File: config.mk
export PLATFORM = sky130hd
export DESIGN_NAME = idec_pipe
export DESIGN_NICKNAME = d
export VERILOG_FILES = /design/src/rtl/idec_pipe.sv
export SDC_FILE = /design/constraint.sdc
export NUM_CORES = 1
export LEC_CHECK = 0
export CAP_MARGIN = 10
export CORE_ASPECT_RATIO = 1.25
export CORE_UTILIZATION = 51
export CTS_CLUSTER_DIAMETER = 50
export CTS_CLUSTER_SIZE = 40
export DETAILED_ROUTE_END_ITERATION = 8
export GPL_TIMING_DRIVEN = 0
export PLACE_DENSITY = 0.9
export SLEW_MARGIN = 20
export SYNTH_ARGS = -nofsm -noshare
export SYNTH_HDL_FRONTEND = slang
export SYNTH_SLANG_ARGS = --single-unit
File: constraint.sdc
create_clock -name clk -period 5.02 [get_ports clk]
set_input_delay 0.753 -clock clk [delete_from_list [all_inputs] [get_ports clk]]
set_output_delay 0.753 -clock clk [all_outputs]
set_load 0.05 [all_outputs]
File: src/rtl/idec_pipe.sv
// Instruction decode stage with a two-entry elastic buffer (output + skid).
// Splits an instruction word into opcode/register/immediate fields, extends
// the immediate per opcode, flags illegal opcodes, and counts deliveries.
//
// state   | meaning
// --------+-------------------------------------------------
// S_EMPTY | nothing stored, out_valid=0, in_ready=1
// S_ONE   | output register holds a word, skid empty
// S_FULL  | output and skid both hold words, in_ready=0

module idec_pipe #(
    parameter int OPW  = 4,
    parameter int RAW  = 3,
    parameter int IMMW = 8,
    parameter int DW   = 16,
    parameter logic [2**OPW-1:0] SEXT_MASK    = '0,
    parameter logic [2**OPW-1:0] ILLEGAL_MASK = '0,
    localparam int IW = OPW + 3*RAW + IMMW
) (
    input  logic            clk,
    input  logic            rst,
    input  logic            flush,
    input  logic            in_valid,
    output logic            in_ready,
    input  logic [IW-1:0]   pm_cont,
    output logic            out_valid,
    input  logic            out_ready,
    output logic [OPW-1:0]  opcode,
    output logic [RAW-1:0]  op1,
    output logic [RAW-1:0]  op2,
    output logic [RAW-1:0]  op3,
    output logic [IMMW-1:0] data,
    output logic [DW-1:0]   imm,
    output logic            illegal,
    output logic [15:0]     dec_count
);

    typedef struct packed {
        logic [OPW-1:0]  opcode;
        logic [RAW-1:0]  op1;
        logic [RAW-1:0]  op2;
        logic [RAW-1:0]  op3;
        logic [IMMW-1:0] data;
        logic [DW-1:0]   imm;
        logic            illegal;
    } dec_t;

    typedef enum logic [1:0] {
        S_EMPTY = 2'd0,
        S_ONE   = 2'd1,
        S_FULL  = 2'd2
    } state_t;

    state_t      state_q, state_d;
    dec_t        out_q, out_d;
    dec_t        skid_q, skid_d;
    logic        out_valid_q, out_valid_d;
    logic        in_ready_q, in_ready_d;
    logic [15:0] dec_count_q, dec_count_d;

    dec_t        dec_in;
    logic        sign_bit;
    logic        in_xfer;
    logic        out_xfer;

    // Decode the incoming word; imm is filled with the sign (or zero) first,
    // then the raw field overwrites the low bits, which also covers DW == IMMW.
    always_comb begin
        dec_in        = '0;
        dec_in.opcode = pm_cont[IW-1 -: OPW];
        dec_in.op1    = pm_cont[IW-OPW-1 -: RAW];
        dec_in.op2    = pm_cont[IW-OPW-RAW-1 -: RAW];
        dec_in.op3    = pm_cont[IMMW+RAW-1 -: RAW];
        dec_in.data   = pm_cont[IMMW-1:0];
        sign_bit      = SEXT_MASK[dec_in.opcode] & dec_in.data[IMMW-1];
        dec_in.imm    = {DW{sign_bit}};
        dec_in.imm[IMMW-1:0] = dec_in.data;
        dec_in.illegal = ILLEGAL_MASK[dec_in.opcode];
    end

    assign in_xfer  = in_valid && in_ready_q;
    assign out_xfer = out_valid_q && out_ready;

    // Next-state, storage moves and registered handshake flags.
    always_comb begin
        state_d     = state_q;
        out_d       = out_q;
        skid_d      = skid_q;
        dec_count_d = dec_count_q;

        if (out_xfer) begin
            dec_count_d = dec_count_q + 16'd1;
        end

        unique case (state_q)
            S_EMPTY: begin
                if (in_xfer) begin
                    out_d   = dec_in;
                    state_d = S_ONE;
                end
            end
            S_ONE: begin
                if (in_xfer && out_xfer) begin
                    out_d = dec_in;
                end else if (in_xfer) begin
                    skid_d  = dec_in;
                    state_d = S_FULL;
                end else if (out_xfer) begin
                    state_d = S_EMPTY;
                end
            end
            S_FULL: begin
                if (out_xfer) begin
                    out_d   = skid_q;
                    state_d = S_ONE;
                end
            end
            default: begin
                state_d = S_EMPTY;
            end
        endcase

        // Flush drops both entries and any word offered this cycle, but a
        // delivery happening in the same cycle has already been counted.
        if (flush) begin
            state_d = S_EMPTY;
        end

        out_valid_d = (state_d != S_EMPTY);
        in_ready_d  = (state_d != S_FULL);
    end

    // State, storage and counter registers with asynchronous clear.
    always_ff @(posedge clk or posedge rst) begin
        if (rst) begin
            state_q     <= S_EMPTY;
            out_q       <= '0;
            skid_q      <= '0;
            out_valid_q <= 1'b0;
            in_ready_q  <= 1'b1;
            dec_count_q <= 16'd0;
        end else begin
            state_q     <= state_d;
            out_q       <= out_d;
            skid_q      <= skid_d;
            out_valid_q <= out_valid_d;
            in_ready_q  <= in_ready_d;
            dec_count_q <= dec_count_d;
        end
    end

    assign in_ready  = in_ready_q;
    assign out_valid = out_valid_q;
    assign opcode    = out_q.opcode;
    assign op1       = out_q.op1;
    assign op2       = out_q.op2;
    assign op3       = out_q.op3;
    assign data      = out_q.data;
    assign imm       = out_q.imm;
    assign illegal   = out_q.illegal;
    assign dec_count = dec_count_q;

endmodule

==> results.json, run 1 <==
{
  "min_period_over_period": 0.4891,
  "cts_root_buffer": "sky130_fd_sc_hd__clkbuf_8",
  "timing.rr.end": "skid_q[28]$_DFFE_PP0P_",
  "antenna-diode-count": 0,
  "die_h_microns": 84.46,
  "cp_num_buf_inv": 1,
  "min_period_ns": 2.455,
  "timing_max_transition_violations_final": 0,
  "dieWidth_microns": 67.97,
  "timing.reg2reg.setup_slack_ns": 3.43,
  "min_delay_worst_endpoint": "dec_count[15]$_DFFE_PP0P_",
  "wire_length_of_the_first_global_routing_pass_microns": 9197,
  "max_slew.worst_pin.slew_ns": 0.5190,
  "detail_route.wl_per_cell_microns": 13.75,
  "max-clock-path-buffers": 2,
  "number_of_cells_traversed_by_the_worst_hold_path": 1,
  "drt-vias-per-instance": 5.150,
  "drive_gt1_frac": 0.1880,
  "total_drc_errors_in_the_routed_layout": 0,
  "p_int_w": 0.001184,
  "pwr-share-seq": 0.384,
  "leakage_nw": 1.672,
  "fin_ws_ns": 2.565,
  "ctsResizeCount": 0,
  "number_of_clock_sinks": 62,
  "clock_tree_from_tritoncts": "built",
  "io_pins": 82,
  "postRouteWirelength_microns": 5678,
  "number_of_maximum_capacitance_constraint_violations": 0,
  "netlist_instances": 255,
  "worstPathCellList": "clkdlybuf4s50_1",
  "layout.cell_area.non_filler_sq_um": 3807,
  "postPlaceCellArea_sq_um": 3625,
  "vias": 2127,
  "power.share.combinational": 0.401,
  "layout_commonest_cell": "sky130_fd_sc_hd__clkdlybuf4s50_1",
  "critPathLaunchType": "flip-flop",
  "hold_path.startpoint": "dec_count[15]$_DFFE_PP0P_",
  "clock_network_power_share": 0.215,
  "ys_warn_count": 0,
  "fp-row-count": 29,
  "synth.cell_area_sq_um": 2774,
  "port_buffers": 72,
  "drt_first_pass_iters": 4,
  "number_of_global_route_vias_before_repair": 2053,
  "design.die.area_sq_um": 5740,
  "crit_family": "buffers and inverters",
  "finalWeightedCongestion": 0.7202,
  "min-delay-path-class": "reg -> reg",
  "numCtsBuffers": 9,
  "setup.worst_path.start": "in_ready$_DFF_PP1_",
  "timing_worst_setup_path_type": "reg -> out",
  "cts_hold_buf": 0,
  "clk_pin_slew_worst_paths_ns": 0.06,
  "rsz0062_at_grt": "no",
  "required_time_of_the_critical_path_ns": 4.27,
  "grt-ovfl-total": 0,
  "post-place-ws_ns": 2.550,
  "switchingPower_w": 0.0007384,
  "nets": 374,
  "crit_slowest_cell": "sky130_fd_sc_hd__clkdlybuf4s50_1",
  "post_cts.repair.setup_buffers": 0,
  "synth_enable_flop_cells": 0,
  "synthesis.area_per_instance_sq_um": 10.88,
  "hpwlAfterDp_microns": 4064,
  "grt_max_degree": 45,
  "worstSkewPairLatency_ns": 0.33,
  "worst_clock_skew_ns": 0.005329,
  "finalSetupTns_ns": 0,
  "setup_violations": 0,
  "ir_worst_vdd_uv": 367.5,
  "critical_path.max_fanout": 3,
  "critical_path.max_stage_delay_ns": 0.82,
  "grt_antenna_before_repair": 0,
  "power.density_nw_per_um2": 504.9,
  "critical_path.reg2reg.startpoint": "in_ready$_DFF_PP1_",
  "area_growth_syn_to_layout_pct": 37.26,
  "switching_share": 0.3841,
  "ant_nets": 0,
  "ys_async_sr_fraction": 1.000,
  "timing.reg2reg.worst_path_depth": 5,
  "mostFrequentLayoutCells": "sky130_fd_sc_hd__clkdlybuf4s50_1, sky130_fd_sc_hd__dfrtp_1, sky130_fd_sc_hd__nand2_1",
  "floorplan.initialDensity": 0.5384,
  "proportion_of_synthesized_chip_area_in_sequential_cells": 0.5598,
  "synth-seq-cells": 62,
  "total_routing_usage_reported_by_global_routing": 0.2169,
  "run_status": "complete, no violations",
  "clock.fmax_mhz": 407.3,
  "max_slew_headroom": 0.6529,
  "worst_ep_arrival_time_ns": 1.70,
  "end_kind": "primary output",
  "fill_cells": 380,
  "htreeDepth": 3,
  "core_area_sq_um": 5152,
  "ys_types": 32,
  "postSynth.topFlopCell": "sky130_fd_sc_hd__dfrtp_1",
  "hold_viol_final": 0,
  "drt-initial-drc-count": 86
}
==> layer usage <==
metal / GRT usage / up-vias / part of all wire
met4: 0.08523 / 0 / 0.014
met1: 0.2668 / 1027 / 0.41
met2: 0.3449 / 63 / 0.51
met3: 0.07201 / 12 / 0.069
li1: - / 1025 / -
met5: 0 / - / 0
==> power groups by stage <==
stage          Clock, W  Combinational (W)  Sequential [W]
5_1_grt        0.000443           0.000815        0.000756
6_report       0.000413           0.000770        0.000739
3_3_place_gp          0           0.000756        0.000734
3_5_place_dp          0           0.000775        0.000744
4_1_cts        0.000418           0.000777        0.000738
2_1_floorplan         0           0.000303        0.000963
==> worst max path at each step <==
stage / slack (ns) / to / cells past startpoint
after floorplan: 2.73 / dec_count[0]$_DFFE_PP0P_ / 1
after global placement: 1.69 / opcode[3]$_DFFE_PP0P_ / 2
after detailed placement: 2.55 / dec_count[10]$_DFFE_PP0P_ / 5
after CTS: 2.56 / in_ready / 1
after global routing: 2.53 / in_ready / 1
final: 2.56 / in_ready / 1
==> cell usage after synthesis, types with 2 or more instances <==
library cell | number | share of area
sky130_fd_sc_hd__inv_1 | 2 | 0.0027
sky130_fd_sc_hd__nand3_1 | 5 | 0.0090
sky130_fd_sc_hd__buf_2 | 5 | 0.0090
sky130_fd_sc_hd__nand2_1 | 51 | 0.069
sky130_fd_sc_hd__and4_1 | 2 | 0.0063
sky130_fd_sc_hd__nor2_1 | 26 | 0.035
sky130_fd_sc_hd__buf_4 | 19 | 0.051
sky130_fd_sc_hd__nand4_1 | 5 | 0.011
sky130_fd_sc_hd__clkbuf_1 | 3 | 0.0041
sky130_fd_sc_hd__dfrtp_1 | 61 | 0.55
sky130_fd_sc_hd__xnor2_1 | 12 | 0.038
sky130_fd_sc_hd__a31oi_1 | 21 | 0.047
sky130_fd_sc_hd__mux2_2 | 22 | 0.089
sky130_fd_sc_hd__xor2_1 | 3 | 0.0095
==> layout make-up <==
type | count | area [sq um] | share of cell area
plain buffers | 28 | 182.7 | 0.04798
clock buffers | 14 | 152.6 | 0.04009
clock inverters | 1 | 30.03 | 0.007887
inverters | 2 | 10.01 | 0.002629
multi-input cells | 171 | 1061 | 0.2787
flip-flops and latches | 62 | 1553 | 0.4078
well taps | 62 | 77.57 | 0.02037
repair buffers | 73 | 740.7 | 0.1945
==> state kept, by name, indices dropped and copies added (netlist names) <==
register   count
out_valid      1
in_ready       1
op3            3
op1            3
opcode         4
state_q        2
imm            8
op2            3
dec_count     16
skid_q        21
==> cells by family after synthesis <==
kind of cell               count (synthesis)  synth area share
AOI/OAI and AO/OA                         28           0.07488
DFF                                       62            0.5598
and+or+nand+nor                           96            0.1543
muxes                                     22           0.08931
buffers and inverters                     30           0.06856
other                                      1          0.001352
xor gates and xnor gates                  15           0.04736
adders and majority gates                  1          0.004510
==> through the flow <==
step / util / instances / power [W] / hold WS, ns
after floorplan: - / 263 / 0.001266 / 0.4792
after global placement: 0.6991 / 397 / 0.001490 / 0.4620
after detailed placement: 0.7035 / 398 / 0.001519 / 0.4638
after CTS: 0.7390 / 413 / 0.001933 / 0.4756
after global routing: 0.7390 / 413 / 0.002015 / 0.4955
final: 0.7390 / 413 / 0.001922 / 0.4729
Power figures use the tool's default switching activity.
==> run 2: changes to the inputs <==
CORE_UTILIZATION = 47   (was 51)
PLACE_DENSITY = 0.85   (was 0.9)
clock period = 2.4 ns   (was 5.02 ns; I/O delays follow)
==> run 2 against run 1 <==
  * The flow now finishes with violations (design-rule violations)
  * Combinational power rose by 110%
  * Total power grew 120%
  * Cell count up 0.73%
  * Via count decreased by 0.71%
  * Clock skew is 0.0068 ns higher
  * Wire length decreased by 0.92%
  * Core utilization down 4.6 points
  * Sequential share of layout area shrank 0.45 points
  * Design area is 1.1% higher
  * Setup slack lost 2.2 ns
  * Sequential power increased by 110%
==> results.json, run 2 (synthesis results as in run 1) <==
{
  "failed_checks": "design-rule violations",
  "drt-initial-drc-count": 128,
  "setup.worst_path.start": "in_ready$_DFF_PP1_",
  "layout_commonest_cell": "sky130_fd_sc_hd__clkdlybuf4s50_1",
  "top_register": "skid_q",
  "number_of_global_route_vias_before_repair": 2114,
  "floorplan.initialDensity": 0.4993,
  "worst_clock_skew_ns": 0.01210,
  "min_period_ns": 2.036,
  "max_slew.worst_pin.slew_ns": 0.5138,
  "numPlacedInstances": 400,
  "detail_route.wl_per_cell_microns": 13.52,
  "grt_max_degree": 49,
  "worst_ep_arrival_time_ns": 1.68,
  "antenna-diode-count": 0,
  "finalWeightedCongestion": 0.7058,
  "postPlaceCellArea_sq_um": 3635,
  "finalSetupTns_ns": 0,
  "crit_slowest_cell": "sky130_fd_sc_hd__clkdlybuf4s50_1",
  "min_period_over_period": 0.8484,
  "worstSkewPairLatency_ns": 0.33,
  "dieWidth_microns": 70.72,
  "power.density_nw_per_um2": 1075,
  "design.die.area_sq_um": 6215,
  "io_pins": 82,
  "wire_length_of_the_first_global_routing_pass_microns": 9597,
  "postRouteWirelength_microns": 5626,
  "fp-row-count": 30,
  "clock_tree_from_tritoncts": "built",
  "cts_hold_buf": 0,
  "ir_worst_vdd_uv": 686.6,
  "layout.cell_area.non_filler_sq_um": 3850,
  "total_drc_errors_in_the_routed_layout": 18,
  "drt_first_pass_iters": 6,
  "timing.reg2reg.setup_slack_ns": 0.79,
  "area_growth_syn_to_layout_pct": 38.79,
  "post-route-util": 0.6930,
  "port_buffers": 72,
  "crit_family": "buffers and inverters",
  "critPathLaunchType": "flip-flop",
  "max-clock-path-buffers": 2,
  "ctsResizeCount": 0,
  "htreeDepth": 3,
  "final-instance-count-excl-fill": 416,
  "post_cts.repair.setup_buffers": 0,
  "grt_antenna_before_repair": 0,
  "timing_worst_setup_path_type": "reg -> out",
  "setup_violations": 0,
  "vias": 2112,
  "cp_num_buf_inv": 1,
  "number_of_clock_sinks": 62,
  "total_routing_usage_reported_by_global_routing": 0.2021,
  "critical_path.reg2reg.startpoint": "dec_count[0]$_DFFE_PP0P_",
  "die_h_microns": 87.89,
  "critical_path_depth": 1,
  "number_of_maximum_capacitance_constraint_violations": 0,
  "clock.fmax_mhz": 491.1,
  "largest_register_ffs": 21,
  "ant_nets": 0,
  "cts_root_buffer": "sky130_fd_sc_hd__clkbuf_8",
  "hold_viol_final": 0,
  "end_kind": "primary output",
  "rsz0062_at_grt": "no",
  "drt-vias-per-instance": 5.077,
  "timing_max_transition_violations_final": 0,
  "clk_pin_slew_worst_paths_ns": 0.07,
  "drive_gt1_frac": 0.1960,
  "worstPathCellList": "clkdlybuf4s50_1",
  "timing.reg2reg.worst_path_depth": 5,
  "endpoint": "in_ready",
  "max_slew_headroom": 0.6564,
  "mostFrequentLayoutCells": "sky130_fd_sc_hd__clkdlybuf4s50_1, sky130_fd_sc_hd__dfrtp_1, sky130_fd_sc_hd__nand2_1",
  "core_area_sq_um": 5555,
  "grt-ovfl-total": 0,
  "nets": 374,
  "critical_path.max_stage_delay_ns": 0.81,
  "critical_path.max_fanout": 3,
  "run_status": "finished, violations left",
  "required_time_of_the_critical_path_ns": 2.04,
  "hpwlAfterDp_microns": 3978,
  "leakage_nw": 1.695,
  "timing.rr.end": "dec_count[10]$_DFFE_PP0P_",
  "min-delay-path-class": "in -> async",
  "numCtsBuffers": 9
}
run 2: changes by cell type in the layout (fill, tap and decap cells not counted):
cell,change
sky130_fd_sc_hd__buf_12,-1
sky130_fd_sc_hd__buf_16,+1
sky130_fd_sc_hd__bufinv_16,+1
sky130_fd_sc_hd__clkbuf_1,-2
sky130_fd_sc_hd__clkinv_2,+2
run 2: final cells by class:
cell class / count / area (sq um)
multi-input combinational: 171 / 1061
fill: 401 / 1705
tap: 64 / 80.08
inverter: 2 / 10.01
clock buffer: 12 / 145.1
clock inverter: 4 / 70.07
timing repair buffer: 73 / 748.2
sequential: 62 / 1553
buffer: 28 / 182.7
run 2: worst min-delay path by stage:
stage               slack [ns]                 startpoint  depth (start not counted)                         to
finish                    0.33                        rst                          2     skid_q[37]$_DFFE_PP0P_
CTS                       0.32                        rst                          2     skid_q[33]$_DFFE_PP0P_
detailed placement        0.48  dec_count[13]$_DFFE_PP0P_                          1  dec_count[13]$_DFFE_PP0P_
floorplan                 0.42                      flush                          1        out_valid$_DFF_PP0_
global placement          0.46  dec_count[15]$_DFFE_PP0P_                          1  dec_count[15]$_DFFE_PP0P_
global route              0.35                        rst                          2         op3[2]$_DFFE_PP0P_
run 2: through the flow:
stage / setup WS, ns / hold slack (ns) / power [W]
floorplan: 0.5003 / 0.4231 / 0.002649
global placement: -0.5700 / 0.4566 / 0.003118
detailed placement: 0.2839 / 0.4807 / 0.003174
CTS: 0.3457 / 0.3167 / 0.004172
global route: 0.3147 / 0.3510 / 0.004336
finish: 0.3638 / 0.3254 / 0.004137
run 2: layer usage:
| metal | up-vias | part of all wire | track usage |
|---|---|---|---|
| met3 | 6 | 0.075 | 0.04603 |
| li1 | 1022 | - | - |
| met1 | 1009 | 0.43 | 0.2441 |
| met5 | - | 0 | 0 |
| met4 | 0 | 0.012 | 0.1073 |
| met2 | 75 | 0.49 | 0.3400 |
run 2: power breakdown:
| part | internal, W | switching (W) | total (W) | leakage, nW |
|---|---|---|---|---|
| combinational | 0.000631 | 0.000975 | 0.00161 | 0.842 |
| sequential | 0.00134 | 0.000201 | 0.00154 | 0.742 |
| clock | 0.000611 | 0.000378 | 0.000989 | 0.110 |
| total | 0.00258 | 0.00155 | 0.00414 | 1.69 |
==> run 3: changes to the inputs <==
clock period = 1.9 ns   (was 2.4 ns; I/O delays follow)
==> run 3 against run 2 <==
  * The flow still finishes with violations (design-rule violations)
  * Sequential share of layout area is 0.079 points lower
  * Worst hold slack worse by 0.071 ns
  * Clock-buffer cell count stayed put
  * Register-to-register slack worse by 0.49 ns
  * Design area is 0.20% higher
  * Wire length is 0.37% higher
  * Critical path type unchanged
==> results.json, run 3 (synthesis results as in run 1) <==
{
  "rsz0062_at_grt": "no",
  "area_growth_syn_to_layout_pct": 39.06,
  "power.share.combinational": 0.385,
  "grt-ovfl-total": 0,
  "clock_network_power_share": 0.241,
  "io_pins": 82,
  "number_of_global_route_vias_before_repair": 2114,
  "critical_path.max_fanout": 4,
  "htreeDepth": 3,
  "max-clock-path-buffers": 2,
  "cp_num_buf_inv": 1,
  "total_routing_usage_reported_by_global_routing": 0.2021,
  "end_kind": "primary output",
  "crit_slowest_cell": "sky130_fd_sc_hd__clkdlybuf4s50_1",
  "number_of_maximum_capacitance_constraint_violations": 0,
  "critical_path.reg2reg.startpoint": "dec_count[0]$_DFFE_PP0P_",
  "run_status": "finished, violations left",
  "clk_pin_slew_worst_paths_ns": 0.07,
  "mostFrequentLayoutCells": "sky130_fd_sc_hd__dfrtp_1, sky130_fd_sc_hd__clkdlybuf4s50_1, sky130_fd_sc_hd__nand2_1",
  "numPlacedInstances": 400,
  "hold_viol_final": 0,
  "drt-initial-drc-count": 132,
  "clock.fmax_mhz": 538.1,
  "final-instance-count-excl-fill": 416,
  "crit_family": "buffers and inverters",
  "max_slew.worst_pin.slew_ns": 0.5143,
  "worstPathCellList": "clkdlybuf4s50_1",
  "numCtsBuffers": 9,
  "finalSetupTns_ns": 0,
  "p_int_w": 0.003236,
  "drt_first_pass_iters": 8,
  "hpwlAfterDp_microns": 3978,
  "pwr-share-seq": 0.375,
  "critical_path.max_stage_delay_ns": 0.84,
  "layout_commonest_cell": "sky130_fd_sc_hd__dfrtp_1",
  "min-delay-path-class": "in -> async",
  "ant_nets": 0,
  "post-place-ws_ns": -0.1411,
  "power.density_nw_per_um2": 1348,
  "antenna-diode-count": 0,
  "grt_max_degree": 49,
  "worst_ep_arrival_time_ns": 1.57,
  "dieWidth_microns": 70.72,
  "cts_root_buffer": "sky130_fd_sc_hd__clkbuf_8",
  "grt_antenna_before_repair": 0,
  "port_buffers": 72,
  "finalWeightedCongestion": 0.7058,
  "ir_worst_vdd_uv": 864.4,
  "timing_worst_setup_path_type": "reg -> out",
  "total_drc_errors_in_the_routed_layout": 18,
  "final.hold.worst_slack_ns": 0.2548,
  "critPathLaunchType": "flip-flop",
  "fin_ws_ns": 0.04165,
  "nets": 374,
  "clock_tree_from_tritoncts": "built",
  "switching_share": 0.3777,
  "setup.worst_path.start": "dec_count[0]$_DFFE_PP0P_",
  "largest_register_ffs": 21,
  "floorplan.initialDensity": 0.4993,
  "min_period_over_period": 0.9781,
  "die_h_microns": 87.89,
  "drive_gt1_frac": 0.1960,
  "wire_length_of_the_first_global_routing_pass_microns": 9597,
  "min_period_ns": 1.858,
  "detail_route.wl_per_cell_microns": 13.57,
  "post_cts.repair.setup_buffers": 0,
  "design.die.area_sq_um": 6215,
  "postRouteWirelength_microns": 5647,
  "failed_checks": "design-rule violations",
  "switchingPower_w": 0.001964,
  "max_slew_headroom": 0.6561,
  "required_time_of_the_critical_path_ns": 1.62,
  "leakage_nw": 1.776,
  "drt-vias-per-instance": 5.113,
  "worst_clock_skew_ns": 0.01194,
  "vias": 2127,
  "top_register": "skid_q",
  "p_total_w": 0.005200,
  "worstSkewPairLatency_ns": 0.33,
  "setup_violations": 0,
  "number_of_clock_sinks": 62,
  "fp-row-count": 30,
  "timing_max_transition_violations_final": 0,
  "core_area_sq_um": 5555
}
==> run 3: cell types whose count changed in the layout (fill, tap and decap cells not counted), sizes merged <==
cell / previous run / this run
clkdlybuf4s50: 72 / 57
dlygate4sd2: 0 / 8
dlymetal6s2s: 0 / 7
==> run 3: per-stage QoR <==
step | instance area (sq um) | util
after floorplan | 2804 | -
after global placement | 3605 | 0.6489
after CTS | 3840 | 0.6912
final | 3857 | 0.6944
after global routing | 3857 | 0.6944
after detailed placement | 3635 | 0.6543
==> run 3: worst paths after layout <==
| path | endpoint | slack, ns | depth (start not counted) |
|---|---|---|---|
| worst min register to register | dec_count[15]$_DFFE_PP0P_ | 0.49 | 1 |
| worst max register to register | dec_count[10]$_DFFE_PP0P_ | 0.30 | 5 |
| worst max-delay path | dec_count[0] | 0.04 | 1 |
| worst min-delay path | skid_q[33]$_DFFE_PP0P_ | 0.25 | 2 |
| min in group clk | dec_count[15]$_DFFE_PP0P_ | 0.49 | 1 |
| max in group asynchronous | state_q[0]$_DFF_PP0_ | 1.16 | 3 |
==> run 3: final cells by class <==
| cell class | count | area (sq um) |
|---|---|---|
| timing repair buffer | 73 | 755.7 |
| clock buffer | 12 | 145.1 |
| inverter | 2 | 10.01 |
| sequential | 62 | 1553 |
| fill | 402 | 1698 |
| buffer | 28 | 182.7 |
| clock inverter | 4 | 70.07 |
| multi-input combinational | 171 | 1061 |
| tap | 64 | 80.08 |
==> run 3: repair_timing <==
| action | 4_1_cts | 5_1_grt |
|---|---|---|
| endpoints found under the setup margin | 8 | 7 |
| gates resized for setup | 8 | 7 |
| hold buffers | 0 | 0 |
| pin swaps | 0 | 0 |
==> run 3: per-layer routing <==
metal  share of wire  global-route usage
met2            0.48              0.3400
met4           0.012              0.1073
met3           0.075             0.04603
met5               0                   0
met1            0.43              0.2441
==> run 3: power by group through the flow <==
stage                     registers, W  clock network [W]  logic, W
after floorplan                0.00254                  0  0.000801
after global placement         0.00194                  0   0.00200
after detailed placement       0.00197                  0   0.00204
after CTS                      0.00195            0.00128   0.00202
after global routing           0.00200            0.00133   0.00212
final                          0.00195            0.00125   0.00200
